--- src/rtl/inst_fetch.sv ---
// Instruction fetch front end: drives the synchronous-read instruction memory,
// tracks its one-cycle latency and presents {inst, pc, valid} to decode.
module inst_fetch #(
  parameter int unsigned       ADDR_W   = 10,
  parameter int unsigned       DATA_W   = 32,
  parameter logic [ADDR_W-1:0] RESET_PC = '0
) (
  input  logic              clk,
  input  logic              rst,
  input  logic              fetch_en,
  input  logic              stall,
  input  logic              redirect_valid,
  input  logic [ADDR_W-1:0] redirect_pc,
  output logic [ADDR_W-1:0] imem_addr,
  input  logic [DATA_W-1:0] imem_dout,
  output logic [DATA_W-1:0] inst_out,
  output logic [ADDR_W-1:0] pc_out,
  output logic              inst_valid
);

  logic [ADDR_W-1:0] fetch_pc;
  logic              resp_valid;
  logic [ADDR_W-1:0] resp_pc;
  logic              skid_valid;
  logic [DATA_W-1:0] skid_data;
  logic              hold;

  // A stall only holds when there is something in F1 to hold; bubbles flow on.
  assign hold = stall && resp_valid;

  always_ff @(posedge clk or posedge rst) begin
    if (rst) begin
      fetch_pc   <= RESET_PC;
      resp_valid <= 1'b0;
      resp_pc    <= '0;
      skid_valid <= 1'b0;
      skid_data  <= '0;
    end else if (redirect_valid) begin
      fetch_pc   <= redirect_pc;
      resp_valid <= 1'b0;
      skid_valid <= 1'b0;
    end else if (hold) begin
      // Memory data for resp_pc is only present in the first stalled cycle;
      // afterwards the memory rereads fetch_pc, so capture once and keep it.
      if (!skid_valid) begin
        skid_data  <= imem_dout;
        skid_valid <= 1'b1;
      end
    end else if (fetch_en) begin
      resp_pc    <= fetch_pc;
      resp_valid <= 1'b1;
      skid_valid <= 1'b0;
      fetch_pc   <= fetch_pc + ADDR_W'(1);
    end else begin
      resp_valid <= 1'b0;
      skid_valid <= 1'b0;
    end
  end

  assign imem_addr  = fetch_pc;
  assign inst_valid = resp_valid;
  assign pc_out     = resp_pc;
  assign inst_out   = skid_valid ? skid_data : imem_dout;

endmodule
--- config.mk ---
export PLATFORM = sky130hd
export DESIGN_NAME = inst_fetch
export DESIGN_NICKNAME = d
export VERILOG_FILES = /design/src/rtl/inst_fetch.sv
export SDC_FILE = /design/constraint.sdc
export NUM_CORES = 1
export LEC_CHECK = 0
export BUFFER_PORTS_ARGS = -buffer_cell sky130_fd_sc_hd__buf_2
export CELL_PAD_IN_SITES_DETAIL_PLACEMENT = 1
export CELL_PAD_IN_SITES_GLOBAL_PLACEMENT = 1
export CORE_MARGIN = 2
export CORE_UTILIZATION = 35
export DETAILED_ROUTE_END_ITERATION = 12
export GPL_TIMING_DRIVEN = 0
export PLACE_DENSITY_LB_ADDON = 0.1
export RECOVER_POWER = 25
export SLEW_MARGIN = 10
export SYNTH_ARGS = -nofsm -noshare
export SYNTH_HDL_FRONTEND = slang
export SYNTH_SLANG_ARGS = --single-unit
--- constraint.sdc ---
create_clock -name clk -period 1.7 [get_ports clk]
set_input_delay 0.17 -clock clk [delete_from_list [all_inputs] [get_ports clk]]
set_output_delay 0.17 -clock clk [all_outputs]
set_load 0.02 [all_outputs]
; ---- Word-level counts from Yosys, hierarchy flattened
; Index checks and enable logic that the tools add are counted.
[totals]
register_bits = 54
out_inout_bits = 53
[classes]
n_addsub = 1
eq_ne = 1
muxes = 9
bitwise_logic = 2
n_reduce_logical = 5
[ops]
columns = operator, n
row1 = $mux 32, 1
row2 = $mux 10, 3
row3 = $add 10x1->10 const B, 1
row4 = $mux 1, 5
row5 = $reduce_and 2->1, 2
row6 = $reduce_and 3->1, 1
row7 = $ne 2x2->1 const B, 1
row8 = $not 1->1, 2
row9 = $reduce_bool 2->1, 1
row10 = $logic_and 1x1->1, 1

; ---- Longest topological paths before layout
; Gate-level depths: netlist (run 1).
[logic_depth]
depth_word = 4
depth_mapped = 5

; ---- Least setup slack after synthesis (run 1)
; OpenSTA, ideal clock, no wires.
[synth_path]
kind = reg2reg
from = register fetch_pc[2], in the netlist imem_addr[2]
to = register fetch_pc[9], in the netlist imem_addr[9]
setup_time_ps = 125
arrival_ps = 1374
t_required_ps = 1575
slack_ps = 201
path_stages_with_launch = 6
path_buffers = 1
path_cell_list = dfrtp_1 -> clkbuf_2 -> nand3_2 -> nor4_4 -> xor2_1 -> mux2_2
[synth_via]
elab_chain_len = 4
[synth_lines]
columns = element, line
row1 = "start, declared", 21  ; logic [ADDR_W-1:0] fetch_pc;
row2 = "start signal, assigned", 39  ; fetch_pc <= redirect_pc;
row3 = "start signal, assigned", 53  ; fetch_pc <= fetch_pc + ADDR_W'(1);
row4 = $add 10x1->10, 53
row5 = $mux 10, 49  ; end else if (fetch_en) begin
row6 = $mux 10, 42  ; end else if (hold) begin
row7 = $mux 10, 38  ; end else if (redirect_valid) begin
; Every way passes these cells. The select of a mux whose other input is x is not followed.
; A chain may end at the register's enable or synchronous reset.

; ---- Worst setup path after layout (run 1)
[layout_path]
from = register skid_valid
to = output inst_out[26]
[layout_via]
elab_chain_len = 1
[layout_lines]
columns = element, line
row1 = "start, declared", 24  ; logic skid_valid;
row2 = "start signal, assigned", 36  ; skid_valid <= 1'b0;
row3 = "start signal, assigned", 41  ; skid_valid <= 1'b0;
row4 = "start signal, assigned", 47  ; skid_valid <= 1'b1;
row5 = $mux 32, n/a
row6 = "end, declared", 16  ; output logic [DATA_W-1:0] inst_out,
; Every way passes these cells.

==> results of run 1 <==
==> critical path, stage by stage, from the launching register on <==
cell     delay [ns]
dfrtp_1        0.34
buf_4          0.16
buf_8          0.16
mux2_2         0.35
buf_2          0.16
==> cells by family (layout without fill, tap and decap cells) <==
| family | after synthesis | in the layout | share of synthesized area [%] |
|---|---|---|---|
| and+or+nand+nor | 26 | 26 | 5.85 |
| AOI/OAI and AO/OA | 15 | 15 | 3.93 |
| adders and majority gates | 1 | 1 | 0.468 |
| buffers and inverters | 13 | 121 | 3.32 |
| muxes | 76 | 76 | 33.2 |
| DFF | 54 | 54 | 50.6 |
| xor gates and xnor gates | 8 | 8 | 2.62 |
==> final cells by class <==
type / instances / area, um^2
fill: 817 / 3920
sequential: 54 / 1350
multi-input combinational: 126 / 1230
timing repair buffer: 100 / 508
tap: 99 / 124
buffer: 11 / 100
clock buffer: 7 / 86.3
inverter: 2 / 7.51
clock inverter: 1 / 5.00
==> layout by cell type, fill, tap and decap left out <==
| master | instances |
|---|---|
| buf_2 | 91 |
| mux2_2 | 65 |
| dfrtp_1 | 54 |
| nand2_1 | 12 |
| clkbuf_1 | 11 |
| mux2_4 | 9 |
| o21ai_0 | 9 |
| clkbuf_8 | 6 |
| buf_4 | 4 |
| nand4_1 | 4 |
| xor2_1 | 4 |
| xnor2_1 | 4 |
| buf_8 | 2 |
| nor2_4 | 2 |
| buf_12 | 2 |
| inv_1 | 2 |
| nor3_1 | 2 |
| clkbuf_2 | 1 |
| a21boi_2 | 1 |
| and3_1 | 1 |
| a21bo_1 | 1 |
| a21oi_1 | 1 |
| nand3_2 | 1 |
| nor4_4 | 1 |
| a311oi_1 | 1 |
| nand3_1 | 1 |
| nor3b_1 | 1 |
| a311o_1 | 1 |
| a211o_1 | 1 |
| mux2_1 | 1 |
| mux2i_1 | 1 |
| nor2_1 | 1 |
| ha_1 | 1 |
| clkinv_2 | 1 |
| dlygate4sd3_1 | 1 |
==> power by group through the flow <==
stage	sequential, mW	combinational (mW)	clock [mW]
final	1.72	0.874	0.747
after floorplan	1.82	0.537	0
after global placement	1.74	0.876	0
after CTS	1.73	0.906	0.781
after global routing	1.78	0.958	0.824
after detailed placement	1.75	0.903	0
==> repair_timing <==
action / CTS / global route
gates cloned: 0 / 0
gates resized for setup: 0 / 6
hold buffers: 1 / 0
setup endpoints to repair: 9 / 28
hold endpoints to repair: 25 / 0
==> routing by layer <==
| layer | track usage [%] | vias to the layer above |
|---|---|---|
| li1 | - | 902 |
| met1 | 19.9 | 970 |
| met2 | 26.0 | 58 |
| met3 | 3.32 | 4 |
| met5 | 0 | - |
| met4 | 3.91 | 0 |
==> cells in the mapped netlist <==
master	count
mux2_2	65
dfrtp_1	54
nand2_1	12
mux2_4	9
o21ai_0	9
buf_2	4
nand4_1	4
xnor2_1	4
xor2_1	4
buf_4	3
buf_6	3
inv_1	2
nor2_4	2
nor3_1	2
a211o_1	1
a21bo_4	1
a21boi_2	1
a21oi_1	1
a311o_1	1
a311oi_1	1
and3_1	1
clkbuf_2	1
ha_1	1
mux2_1	1
mux2i_1	1
nand3_1	1
nand3_2	1
nor2_1	1
nor3b_1	1
nor4_4	1
==> state kept, by name, summed over array words and instances, names as in the netlist <==
| signal | cells |
|---|---|
| imem_addr | 10 |
| pc_out | 10 |
| skid_valid | 1 |
| inst_valid | 1 |
| skid_data | 32 |
==> per-stage QoR <==
step / TNS (ns) / hold WS (ns) / worst slack, ns / power (mW) / cell area (um^2)
global placement: -32.97 / 0.378 / -0.614 / 2.61 / 3290
global route: -0.280 / 0.0750 / -0.0270 / 3.56 / 3410
finish: 0 / 0.0722 / 0.0441 / 3.34 / 3410
detailed placement: 0 / 0.287 / 0.208 / 2.66 / 3310
floorplan: 0 / 0.291 / 0.201 / 2.35 / 2670
CTS: -0.0328 / 0.0637 / -0.0107 / 3.42 / 3410
==> worst min path at each step <==
stage | start | to | slack [ns] | depth (start not counted)
6_report | redirect_pc[3] | imem_addr[3] | 0.07 | 3
5_1_grt | redirect_pc[3] | imem_addr[3] | 0.07 | 3
3_3_place_gp | redirect_pc[3] | imem_addr[3] | 0.38 | 3
2_1_floorplan | redirect_pc[0] | imem_addr[0] | 0.29 | 2
3_5_place_dp | rst | skid_data[10] | 0.29 | 2
4_1_cts | redirect_pc[3] | imem_addr[3] | 0.06 | 3
==> reports/results.tsv, run 1 <==
stage	metric	value	unit
power_and_ir_drop	internal power	2.33	mW
detailed_routing	routed length per instance	14.9	um
layout	n_diodes	0	
timing	Clock Skews	0.00613	ns
setup_path	WS Path Type	reg -> out	
detailed_routing	1st-iter DRT viols	42	
cts	clk root buf	clkbuf_8	
global_route	vias in the first global route	2021	
logic_synthesis	Syn Nets	241	
global_route	initial antenna violation count	0	
detailed_routing	post-route ant nets	0	
setup_path	worst-case reg-to-reg path depth	3	
setup_path	CP endpoint	inst_out[26]	
global_route	first-pass GRT wire length	10200	um
cts	H-tree levels	2	
setup_path	Critical Path Source	skid_valid	
power_and_ir_drop	Power Dens Cells	981	mW/mm^2
timing	max-slew violation count	0	
timing	Max Fclk	604	MHz
logic_synthesis	synthesized area	0.00267	mm^2
placed_design	Placed Cells incl. Taps	391	
cts	CTS tree	yes	
cts	setup bufs post-CTS	0	
setup_path	Worst R2R End	pc_out[2]	
power_and_ir_drop	Net Sw Power	1.02	mW
logic_synthesis	synth warn	0	
timing	RSZ-0062 raised after global routing	yes	
placed_design	Detail Placement HPWL	4410	um
logic_synthesis	post-synth top area share	50.6	%
global_route	All-Layer GR Usage	15.3	%
die	total core area	0.00733	mm^2
detailed_routing	met3 WL post-DR	308	um
timing	slew margin rel.	28.9	%
layout	Layout area overhead	27.5	%
detailed_routing	met2 routed WL	2980	um
logic_synthesis	synth top area cells	dfrtp_1, mux2_2, mux2_4	
logic_synthesis	Netlist cell types	30	
detailed_routing	DRC Markers	0	
timing	Final setup viols	0	
timing	final hold vios	0	
cts	Reg clk slew, reported paths	0.10	ns
die	row cnt	31	
layout	final non-filler cell total	400	
power_and_ir_drop	Leakage Power	1.58	nW
placed_design	PortBufs	98	
hold_path	Hold Path Class	in -> reg	
setup_path	crit path DAT	1.49	ns
flow_run	Max-Cap Viols	0	
global_route	GRT Residual Overflow	0	
setup_path	crit path capture type	primary output	
setup_path	worst r2r src	inst_valid	
power_and_ir_drop	switching fraction of total power	30.4	%
power_and_ir_drop	Max VDD drop	0.356	mV
detailed_routing	DRT Wirelength	5970	um
placed_design	GP Congestion	0.724	
power_and_ir_drop	Comb pwr share	26.1	%
die	Die Span Y	91.4	um
layout	share of layout cells above drive strength 1	61.8	%
setup_path	critical-path maximum fanout	10	
setup_path	Required @ worst endpoint	1.53	ns
cts	clk buf depth	2	
setup_path	R2R setup slack	0.19	ns
logic_synthesis	Yosys reg bits	54	
logic_synthesis	Avg Cell Area, Syn	13.8	um^2
global_route	largest net degree at the start of global routing	30	
die	DIE AREA	0.00835	mm^2
timing	worst slew pin tran	1.07	ns
logic_synthesis	post-synthesis sequential area ratio	50.6	%
logic_synthesis	dominant cell type by area after synthesis	dfrtp_1	
die	I/O pins	100	
detailed_routing	met1 WL	2630	um
detailed_routing	vias per cell	4.84	
outcome	outcome	complete, no violations	
setup_path	startpoint types	flip-flop	
timing	final cycle utilization of the critical path	97.4	%
power_and_ir_drop	Clk network pwr share	22.3	%
detailed_routing	vias	1934	
cts	clk sinks	54	
layout	NumNets Final	348	
detailed_routing	Top Metal Used	met4	
logic_synthesis	Post-Syn Instances	193	
power_and_ir_drop	sequential share of power	51.6	%
die	initial core utilization	36.5	%
cts	CTS buffer count	5	
timing	post-route minimum period	1.66	ns
detailed_routing	DR pass1 iterations	4	
cts	clock latency on the worst-skew pair	0.30	ns
layout	final core utilization	46.5	%
die	Chip Width	91.4	um
No activity file was read; power rests on OpenSTA's default activity.
==> run 2: changes to the inputs <==
--- a/config.mk
+++ b/config.mk
@@ -9,5 +9,5 @@
 export CELL_PAD_IN_SITES_DETAIL_PLACEMENT = 1
 export CELL_PAD_IN_SITES_GLOBAL_PLACEMENT = 1
-export CORE_MARGIN = 2
+export CORE_MARGIN = 10
 export CORE_UTILIZATION = 35
 export DETAILED_ROUTE_END_ITERATION = 12
==> constraint.sdc (replaced) <==
create_clock -name clk -period 1.7 [get_ports clk]
set_input_delay 0.17 -clock clk [delete_from_list [all_inputs] [get_ports clk]]
set_output_delay 0.17 -clock clk [all_outputs]
set_load 0.005 [all_outputs]
==> reports/results.tsv, run 2 (same netlist as run 1, synthesis figures left out) <==
stage	metric	value	unit	change
die	total core area	0.00733	mm^2	unchanged
die	Chip Width	107	um	was 91.4 um
die	I/O pins	100		unchanged
setup_path	critical-path maximum fanout	10		unchanged
placed_design	Detail Placement HPWL	5330	um	was 4410 um
detailed_routing	vias per cell	4.73		was 4.84
power_and_ir_drop	Max VDD drop	0.401	mV	was 0.356 mV
global_route	All-Layer GR Usage	11.7	%	was 15.3%
detailed_routing	DRC Markers	0		unchanged
setup_path	WS Path Type	reg -> out		unchanged
detailed_routing	DRT Wirelength	6810	um	was 5970 um
layout	register area	0.00135	mm^2	unchanged
cts	clk root buf	clkbuf_8		unchanged
setup_path	CP cell instances	clkbuf_4 -> buf_6 -> mux2_2 -> buf_2		was buf_4 -> buf_8 -> mux2_2 -> buf_2
placed_design	placed instance area	0.00331	mm^2	unchanged
power_and_ir_drop	Leakage Power	1.55	nW	was 1.58 nW
timing	Clock Skews	0.00788	ns	was 0.00613 ns
detailed_routing	post-route ant nets	0		unchanged
power_and_ir_drop	internal power	2.31	mW	was 2.33 mW
cts	clk sinks	54		unchanged
detailed_routing	routed length per instance	17.1	um	was 14.9 um
cts	Reg clk slew, reported paths	0.09	ns	was 0.10 ns
timing	worst slew pin tran	0.902	ns	was 1.07 ns
timing	Final setup viols	0		unchanged
setup_path	crit path capture type	primary output		unchanged
cts	clock latency on the worst-skew pair	0.30	ns	about the same
power_and_ir_drop	overall power	3.15	mW	was 3.34 mW
setup_path	startpoint types	flip-flop		unchanged
global_route	initial antenna violation count	0		unchanged
cts	clk buf depth	2		unchanged
layout	most frequent cells in the layout	buf_2, mux2_2, dfrtp_1		unchanged
power_and_ir_drop	Power Dens Cells	934	mW/mm^2	was 981 mW/mm^2
global_route	largest net degree at the start of global routing	33		was 30
setup_path	CP Buf/Inv Count	3		unchanged
layout	commonest non-fill, non-tap cell in the layout	buf_2		unchanged
cts	CTS buffer count	5		unchanged
outcome	outcome	complete, no violations		unchanged
global_route	vias in the first global route	2144		was 2021
layout	NumNets Final	348		unchanged
layout	final core utilization	46.1	%	was 46.5%
timing	RSZ-0062 raised after global routing	no		was yes
timing	Max Fclk	617	MHz	was 604 MHz
placed_design	PortBufs	98		unchanged
power_and_ir_drop	Comb pwr share	22.7	%	was 26.1%
timing	Setup Total Neg Slack	0	ns	unchanged
timing	final hold vios	0		unchanged
setup_path	crit path DAT	1.45	ns	was 1.49 ns
die	row cnt	31		unchanged
flow_run	Max-Cap Viols	0		unchanged
placed_design	GP Congestion	0.733		was 0.724
cts	CTS tree	yes		unchanged
detailed_routing	vias	1882		was 1934
layout	FILL cells	814		was 817
die	initial core utilization	36.5	%	unchanged
hold_path	Hold Path Class	in -> reg		unchanged
timing	slew margin rel.	39.8	%	was 28.9%
layout	Layout area overhead	26.4	%	was 27.5%
setup_path	Slowest cell on crit path	mux2_2		unchanged
timing	final cycle utilization of the critical path	95.4	%	was 97.4%
die	DIE AREA	0.0115	mm^2	was 0.00835 mm^2
timing	post-route minimum period	1.62	ns	was 1.66 ns
power_and_ir_drop	Net Sw Power	849	uW	was 1.02 mW
layout	footprint of the multi-input gates	0.00123	mm^2	unchanged
cts	setup bufs post-CTS	0		unchanged
die	Die Span Y	107	um	was 91.4 um
cts	H-tree levels	2		unchanged
layout	Post-Layout Inst Area	0.00338	mm^2	was 0.00341 mm^2
layout	n_diodes	0		unchanged
power_and_ir_drop	switching fraction of total power	26.9	%	was 30.4%
detailed_routing	DR pass1 iterations	4		unchanged
global_route	first-pass GRT wire length	11000	um	was 10200 um
setup_path	Required @ worst endpoint	1.53	ns	about the same
timing	max-slew violation count	0		unchanged
placed_design	post-place setup slack	0.201	ns	was 0.208 ns
setup_path	Slowest Stage Delay on Critical Path	0.35	ns	about the same
timing	fin worst setup slack	0.0780	ns	was 0.0441 ns
global_route	GRT Residual Overflow	0		unchanged
power_and_ir_drop	sequential share of power	54.7	%	was 51.6%
layout	largest register by flop count	skid_data		unchanged
layout	share of layout cells above drive strength 1	60.9	%	was 61.8%
detailed_routing	1st-iter DRT viols	24		was 42
setup_path	Crit path max-delay family	buffers and inverters		unchanged
power_and_ir_drop	Clk network pwr share	22.6	%	was 22.3%
layout	number of flip-flops in the largest register	32		unchanged
## run 2: cell count changes in the layout (fill, tap and decap cells not counted)
cell and change:
buf_2 -3, buf_12 -2, buf_6 +2, clkbuf_1 +2, buf_4 -1, clkbuf_4 +1, clkinv_2 -1
## run 2: final timing paths
| check | from | endpoint | slack [ns] | depth (start not counted) |
|---|---|---|---|---|
| min in group asynchronous | rst | skid_data[10] | 0.60 | 3 |
| setup reg to reg | inst_valid | pc_out[6] | 0.15 | 3 |
| setup / recovery | skid_valid | inst_out[15] | 0.08 | 4 |
| max in group asynchronous | rst | skid_data[1] | 0.31 | 4 |
| hold / removal | redirect_pc[3] | imem_addr[3] | 0.08 | 3 |
| hold reg to reg | skid_data[31] | skid_data[31] | 0.50 | 1 |
## run 2: cell type report
cell class | instances | share of cell area (%)
flip-flops and latches | 54 | 40.0
plain buffers | 11 | 2.70
well taps | 99 | 3.67
multi-input cells | 126 | 36.3
repair buffers | 100 | 14.7
inverters | 2 | 0.222
clock buffers | 6 | 2.44
## run 2: what timing repair did
item / CTS / global route
resized for setup: 0 / 3
endpoints found under the hold margin: 22 / 0
hold buffers: 1 / 0
endpoints found under the setup margin: 0 / 9
## run 2: per-layer routing
layer | global-route usage, % | up-vias | part of all wire (%)
li1 | - | 900 | -
met1 | 13.3 | 922 | 42
met2 | 20.7 | 56 | 50
met3 | 3.77 | 4 | 6.4
met4 | 3.15 | 0 | 0.69
met5 | 0 | - | 0
## run 2: worst register-to-register path, stage by stage, from the launching register on
cell and delay (ns):
dfrtp_1 0.43, a21bo_1 0.30, nor2_4 0.33, mux2_2 0.38
## run 2: per-stage QoR
step,hold slack [ns],cells
after floorplan,0.291,193
after global placement,0.382,390
after detailed placement,0.249,391
after CTS,0.0676,398
after global routing,0.0826,398
final,0.0781,398
## run 2: power groups by stage
stage,sequential (mW),combinational [mW],clock (mW)
after floorplan,1.72,0.462,0
after detailed placement,1.75,0.758,0
after global routing,1.77,0.806,0.790
final,1.72,0.716,0.714
after global placement,1.73,0.731,0
after CTS,1.73,0.761,0.748
